$ cat src/rtl/wb_port_arbiter.sv
`default_nettype none
// ============================================================================
// Module   : wb_port_arbiter
// Purpose  : Shares the register-file write port between pipeline writeback
//            and a long-latency unit, buffering results in a small FIFO.
// Revision : 1.0
// ============================================================================
module wb_port_arbiter #(
   parameter int DW         = 32,
   parameter int AW         = 5,
   parameter int DEPTH      = 2,
   parameter int STARVE_MAX = 4
) (
   input  logic          clk,
   input  logic          rst,
   input  logic          i_pipe_we,
   input  logic [AW-1:0] i_pipe_wra,
   input  logic [DW-1:0] i_pipe_wd,
   output logic          o_pipe_stall,
   input  logic          i_llu_valid,
   output logic          o_llu_ready,
   input  logic [AW-1:0] i_llu_wra,
   input  logic [DW-1:0] i_llu_wd,
   input  logic [AW-1:0] i_chk_ra,
   output logic          o_pend_hit,
   output logic          o_rf_we,
   output logic [AW-1:0] o_rf_wra,
   output logic [DW-1:0] o_rf_wd
);

   localparam int PW = (DEPTH > 1) ? $clog2(DEPTH) : 1;
   localparam int CW = $clog2(DEPTH + 1);
   localparam int SW = $clog2(STARVE_MAX + 1);
   localparam logic [CW-1:0] C_DEPTH = CW'(DEPTH);
   localparam logic [SW-1:0] C_SMAX  = SW'(STARVE_MAX);

   logic [DW-1:0]    data_q [DEPTH];
   logic [AW-1:0]    tag_q  [DEPTH];
   logic [DEPTH-1:0] vld_q, vld_d;
   logic [PW-1:0]    wptr_q, wptr_d, rptr_q, rptr_d;
   logic [CW-1:0]    cnt_q, cnt_d;
   logic [SW-1:0]    starve_q, starve_d;
   logic             rf_we_q, rf_we_d;
   logic [AW-1:0]    rf_wra_q, rf_wra_d;
   logic [DW-1:0]    rf_wd_q, rf_wd_d;

   logic w_empty, w_ready, w_stall, w_pipe_live, w_llu_live;
   logic w_push, w_pop, w_byp;

   assign w_empty     = (cnt_q == '0);
   assign w_ready     = (cnt_q < C_DEPTH);
   assign w_stall     = (starve_q == C_SMAX) && !w_empty;
   // Register-0 writes are swallowed here so they never reach the port or FIFO.
   assign w_pipe_live = i_pipe_we && (i_pipe_wra != '0);
   assign w_llu_live  = i_llu_valid && w_ready && (i_llu_wra != '0);

   assign o_llu_ready  = w_ready;
   assign o_pipe_stall = w_stall;
   assign o_rf_we      = rf_we_q;
   assign o_rf_wra     = rf_wra_q;
   assign o_rf_wd      = rf_wd_q;

   always_comb begin
      w_pop    = 1'b0;
      w_byp    = 1'b0;
      starve_d = starve_q;
      rf_we_d  = 1'b0;
      rf_wra_d = rf_wra_q;
      rf_wd_d  = rf_wd_q;
      if (w_stall) begin
         w_pop    = 1'b1;
         starve_d = '0;
         rf_we_d  = 1'b1;
         rf_wra_d = tag_q[rptr_q];
         rf_wd_d  = data_q[rptr_q];
      end else if (w_pipe_live) begin
         rf_we_d  = 1'b1;
         rf_wra_d = i_pipe_wra;
         rf_wd_d  = i_pipe_wd;
         if (w_empty)
            starve_d = '0;
         else if (starve_q != C_SMAX)
            starve_d = starve_q + 1'b1;
      end else if (!w_empty) begin
         w_pop    = 1'b1;
         starve_d = '0;
         rf_we_d  = 1'b1;
         rf_wra_d = tag_q[rptr_q];
         rf_wd_d  = data_q[rptr_q];
      end else begin
         starve_d = '0;
         if (w_llu_live) begin
            w_byp    = 1'b1;
            rf_we_d  = 1'b1;
            rf_wra_d = i_llu_wra;
            rf_wd_d  = i_llu_wd;
         end
      end
      w_push = w_llu_live && !w_byp;
   end

   always_comb begin
      vld_d  = vld_q;
      wptr_d = wptr_q;
      rptr_d = rptr_q;
      cnt_d  = cnt_q;
      if (w_pop) begin
         vld_d[rptr_q] = 1'b0;
         rptr_d        = rptr_q + 1'b1;
      end
      if (w_push) begin
         vld_d[wptr_q] = 1'b1;
         wptr_d        = wptr_q + 1'b1;
      end
      if (w_push && !w_pop)
         cnt_d = cnt_q + 1'b1;
      else if (w_pop && !w_push)
         cnt_d = cnt_q - 1'b1;
   end

   always_comb begin
      o_pend_hit = w_byp && (i_llu_wra == i_chk_ra);
      for (int i = 0; i < DEPTH; i++) begin
         if (vld_q[i] && (tag_q[i] == i_chk_ra))
            o_pend_hit = 1'b1;
      end
      if (i_chk_ra == '0)
         o_pend_hit = 1'b0;
   end

   always_ff @(posedge clk or posedge rst) begin
      if (rst) begin
         vld_q    <= '0;
         wptr_q   <= '0;
         rptr_q   <= '0;
         cnt_q    <= '0;
         starve_q <= '0;
         rf_we_q  <= 1'b0;
         rf_wra_q <= '0;
         rf_wd_q  <= '0;
      end else begin
         vld_q    <= vld_d;
         wptr_q   <= wptr_d;
         rptr_q   <= rptr_d;
         cnt_q    <= cnt_d;
         starve_q <= starve_d;
         rf_we_q  <= rf_we_d;
         rf_wra_q <= rf_wra_d;
         rf_wd_q  <= rf_wd_d;
      end
   end

   // Payload storage needs no reset; vld_q qualifies every read.
   always_ff @(posedge clk) begin
      if (w_push) begin
         data_q[wptr_q] <= i_llu_wd;
         tag_q[wptr_q]  <= i_llu_wra;
      end
   end

endmodule
`default_nettype wire

$ cat config.mk
export PLATFORM = sky130hd
export DESIGN_NAME = wb_port_arbiter
export DESIGN_NICKNAME = d
export VERILOG_FILES = /design/src/rtl/wb_port_arbiter.sv
export SDC_FILE = /design/constraint.sdc
export NUM_CORES = 1
export LEC_CHECK = 0
export CORE_MARGIN = 8
export CORE_UTILIZATION = 54
export DETAILED_ROUTE_END_ITERATION = 10
export MAX_ROUTING_LAYER = met4
export PLACE_DENSITY = 0.82
export SETUP_SLACK_MARGIN = 0.15
export SYNTH_ARGS = -nofsm -noshare
export SYNTH_HDL_FRONTEND = slang
export SYNTH_SLANG_ARGS = --single-unit
$ cat constraint.sdc
create_clock -name clk -period 6.3 [get_ports clk]
set_input_delay 0.945 -clock clk [delete_from_list [all_inputs] [get_ports clk]]
set_output_delay 0.945 -clock clk [all_outputs]
set_load 0.03 [all_outputs]
==> impl_metrics.py <==
metrics = {
    "sta": {
        "worstMarginPinSlew_ps": 1050,
        "finalCritPeriodShare_pct": 73.4,
        "worst_slack_ps": 1670,
        "drv_slew": 0,
        "post-route-min-period_ps": 4630,
        "relSlewSlack_pct": 30.1,
        "skew_ps": 12.7,
        "fmax_ghz": 0.216,
        "rsz0062_at_grt": "false",
        "setup_violations": 0,
        "fin_tns_setup_ps": 0,
        "hold_viol_final": 0,
    },
    "cts": {
        "clkSlewWorstSetupHoldPaths_ps": 50,
        "cts_resized": 0,
        "cts_tree": "built",
        "numCtsBuffers": 17,
        "clock_latency_ps": 510,
        "clock-root-buffer": "clkbuf_8",
        "cts_setup_buffers": 0,
        "clockBufferDepth": 2,
        "clock_sinks": 121,
        "cts.hold.buffers_added": 0,
        "htree_levels": 4,
    },
    "flow_run": {
        "timing.max_cap.violations": 0,
    },
    "global_routing": {
        "grt_pass1_vias": 4312,
        "grt_overflow": 0,
        "antenna_found_initial": 0,
        "grt_max_degree": 48,
        "track_usage_pct": 22.5,
        "grt_pass1_wl_mm": 22.3,
    },
    "finish": {
        "nets": 582,
        "diodes": 0,
        "multi_input_area_sq_um": 1820,
        "layout-area-overhead-vs-synth_pct": 35.5,
        "fin_util_pct": 75.2,
        "finalNonFillerCells": 642,
        "layout-drive-gt1-share_pct": 16.7,
        "seq_area_sq_um": 3400,
        "num-fill-cells": 642,
        "final_area_sq_um": 7320,
    },
    "placed_design": {
        "placed_cell_area_sq_um": 6680,
        "routabilityCongestion": 0.865,
        "hpwl_mm": 8.82,
        "port_buffers": 123,
        "dp_cells": 610,
        "pre_cts_ws_ps": 1670,
    },
    "setup_path": {
        "setup.worst_path.class": "in -> out",
        "max_stage_delay_ps": 690,
        "required_ps": 5350,
        "startpoint_type": "primary input",
        "cp_common_cell": "clkdlybuf4s50_1",
        "path_buf_inv": 2,
        "rrSetupSlack_ps": 3560,
        "critPathMaxFanout": 37,
        "end_kind": "primary output",
        "worstPathCellList": "clkdlybuf4s50_1, or4_4, o21bai_4, nand4b_1, a21oi_1, clkdlybuf4s50_1",
        "critPathSlowestCell": "o21bai_4",
        "cp_top_family": "buffers and inverters",
        "crit_arrival_ps": 3680,
    },
    "yosys": {
        "synth_cell_types": 43,
        "synth_edf_count": 74,
        "syn_nets": 462,
        "synth_cells": 376,
        "synth_area_leaders": "edfxtp_1, dfrtp_1, mux2_2, a32oi_1, a2bb2oi_1",
        "yosysSeqAreaShare_pct": 62.9,
        "async_reset_ff_share_pct": 38.8,
        "syn_avg_cell_area_sq_um": 14.4,
        "yosysMostFrequentCell": "edfxtp_1",
        "synth_largest_area_cell": "edfxtp_1",
        "synth_commonest_cells": "edfxtp_1, dfrtp_1, a32oi_1, a2bb2oi_1, mux2_2",
        "synth-seq-cells": 121,
        "synth_top_area_share_pct": 41.1,
        "yosysWarnings": 0,
        "synth.cell_area_sq_um": 5400,
        "ys.flop_type": "edfxtp_1",
    },
    "drt": {
        "firstDrtPassIters": 5,
        "num_vias": 3878,
        "drt-wirelength-per-cell_microns": 22.1,
        "vias_per_cell": 6.04,
        "drt_iter0_markers": 249,
        "postRouteAntennaNets": 0,
        "drt_drc_violations_left": 0,
        "routed_wl_mm": 14.2,
    },
    "floorplanning": {
        "design.die.area_sq_um": 13500,
        "start_util_pct": 55.5,
        "core.rowCount": 36,
        "fp.dieW_microns": 116,
        "io_pins": 124,
        "core_area_sq_um": 9730,
        "die_height_microns": 116,
    },
    "power": {
        "p_leak_uw": 0.00267,
        "vdd_drop_max_uv": 332,
        "p_per_area_nw_per_um2": 483,
    },
    "worst_hold_path": {
        "hp-class": "reg -> reg",
    },
    "run_status": {
        "outcome": "finished clean",
    },
}
[kinds of logic after synthesis]
logic type / after synthesis / share of synthesized area [%]
DFF: 121 / 62.9
AOI/OAI and AO/OA: 114 / 16.6
and+or+nand+nor: 46 / 5.24
muxes: 38 / 7.88
buffers and inverters: 34 / 3.47
xor gates and xnor gates: 20 / 3.24
adders and majority gates: 3 / 0.695
[routing by layer]
metal,vias up,global-route usage [%],wire [microns]
met3,24,6.77,1030
met1,1923,25.7,5870
met5,-,-,0
met2,180,36.2,7000
li1,1751,-,-
met4,0,9.77,274
[path summary, 6_finish.rpt]
path,endpoint,from,cells past startpoint
setup reg to reg,data_q[0][0]$_DFFE_PP_,cnt_q[1]$_DFFE_PP0P_,4
hold reg to reg,starve_q[0]$_DFFE_PP0P_,starve_q[0]$_DFFE_PP0P_,1
min in group asynchronous,o_rf_wd[14]$_DFFE_PP0P_,rst,2
max in group asynchronous,rptr_q$_DFFE_PP0N_,rst,2
hold / removal,starve_q[0]$_DFFE_PP0P_,starve_q[0]$_DFFE_PP0P_,1
setup / recovery,o_pend_hit,i_llu_wra[0],6
[sequential cells by signal, summed over array words and instances, names as in the netlist]
signal,flops
wptr_q,1
vld_q,2
o_rf_wd,32
cnt_q,2
o_rf_we,1
data_q,64
rptr_q,1
o_rf_wra,5
starve_q,3
tag_q,10
[power breakdown]
part | switching, uW | internal, uW
registers | 166 | 1080
clock network | 359 | 684
logic | 663 | 577
[layout make-up]
| class | instances | share of cell area [%] |
|---|---|---|
| flip-flops and latches | 121 | 46.4 |
| clock buffers | 17 | 5.66 |
| multi-input cells | 221 | 24.9 |
| repair buffers | 128 | 17.3 |
| clock inverters | 15 | 3.04 |
| inverters | 7 | 0.359 |
| well taps | 133 | 2.27 |
[metrics by stage]
step | hold WS, ps | power, uW
floorplan | 440 | 2030
global placement | 449 | 2460
detailed placement | 459 | 2500
CTS | 471 | 3550
global route | 485 | 3680
finish | 468 | 3530
[layout by cell type (no fill, tap or decap), types with 2 or more instances in the layout]
| cell | synthesis | layout |
|---|---|---|
| a21o_1 | 2 | 2 |
| a2bb2oi_1 | 36 | 36 |
| a31o_2 | 2 | 2 |
| a32oi_1 | 37 | 37 |
| buf_4 | 3 | 5 |
| bufinv_16 | 0 | 5 |
| clkbuf_16 | 0 | 16 |
| clkdlybuf4s50_1 | 0 | 123 |
| clkinv_1 | 0 | 2 |
| clkinv_4 | 0 | 3 |
| dfrtp_1 | 47 | 46 |
| edfxtp_1 | 74 | 74 |
| ha_1 | 3 | 3 |
| inv_1 | 6 | 5 |
| inv_2 | 1 | 2 |
| inv_6 | 0 | 3 |
| mux2_2 | 36 | 36 |
| mux2i_1 | 2 | 2 |
| nand2_1 | 2 | 2 |
| nand3_1 | 7 | 7 |
| nor2_1 | 7 | 7 |
| nor3_1 | 4 | 3 |
| nor3_2 | 1 | 2 |
| nor4_1 | 6 | 6 |
| o21ai_0 | 32 | 32 |
| or3_1 | 5 | 5 |
| xnor2_1 | 5 | 5 |
| xor2_1 | 15 | 15 |
(Power assumes the default switching activity.)
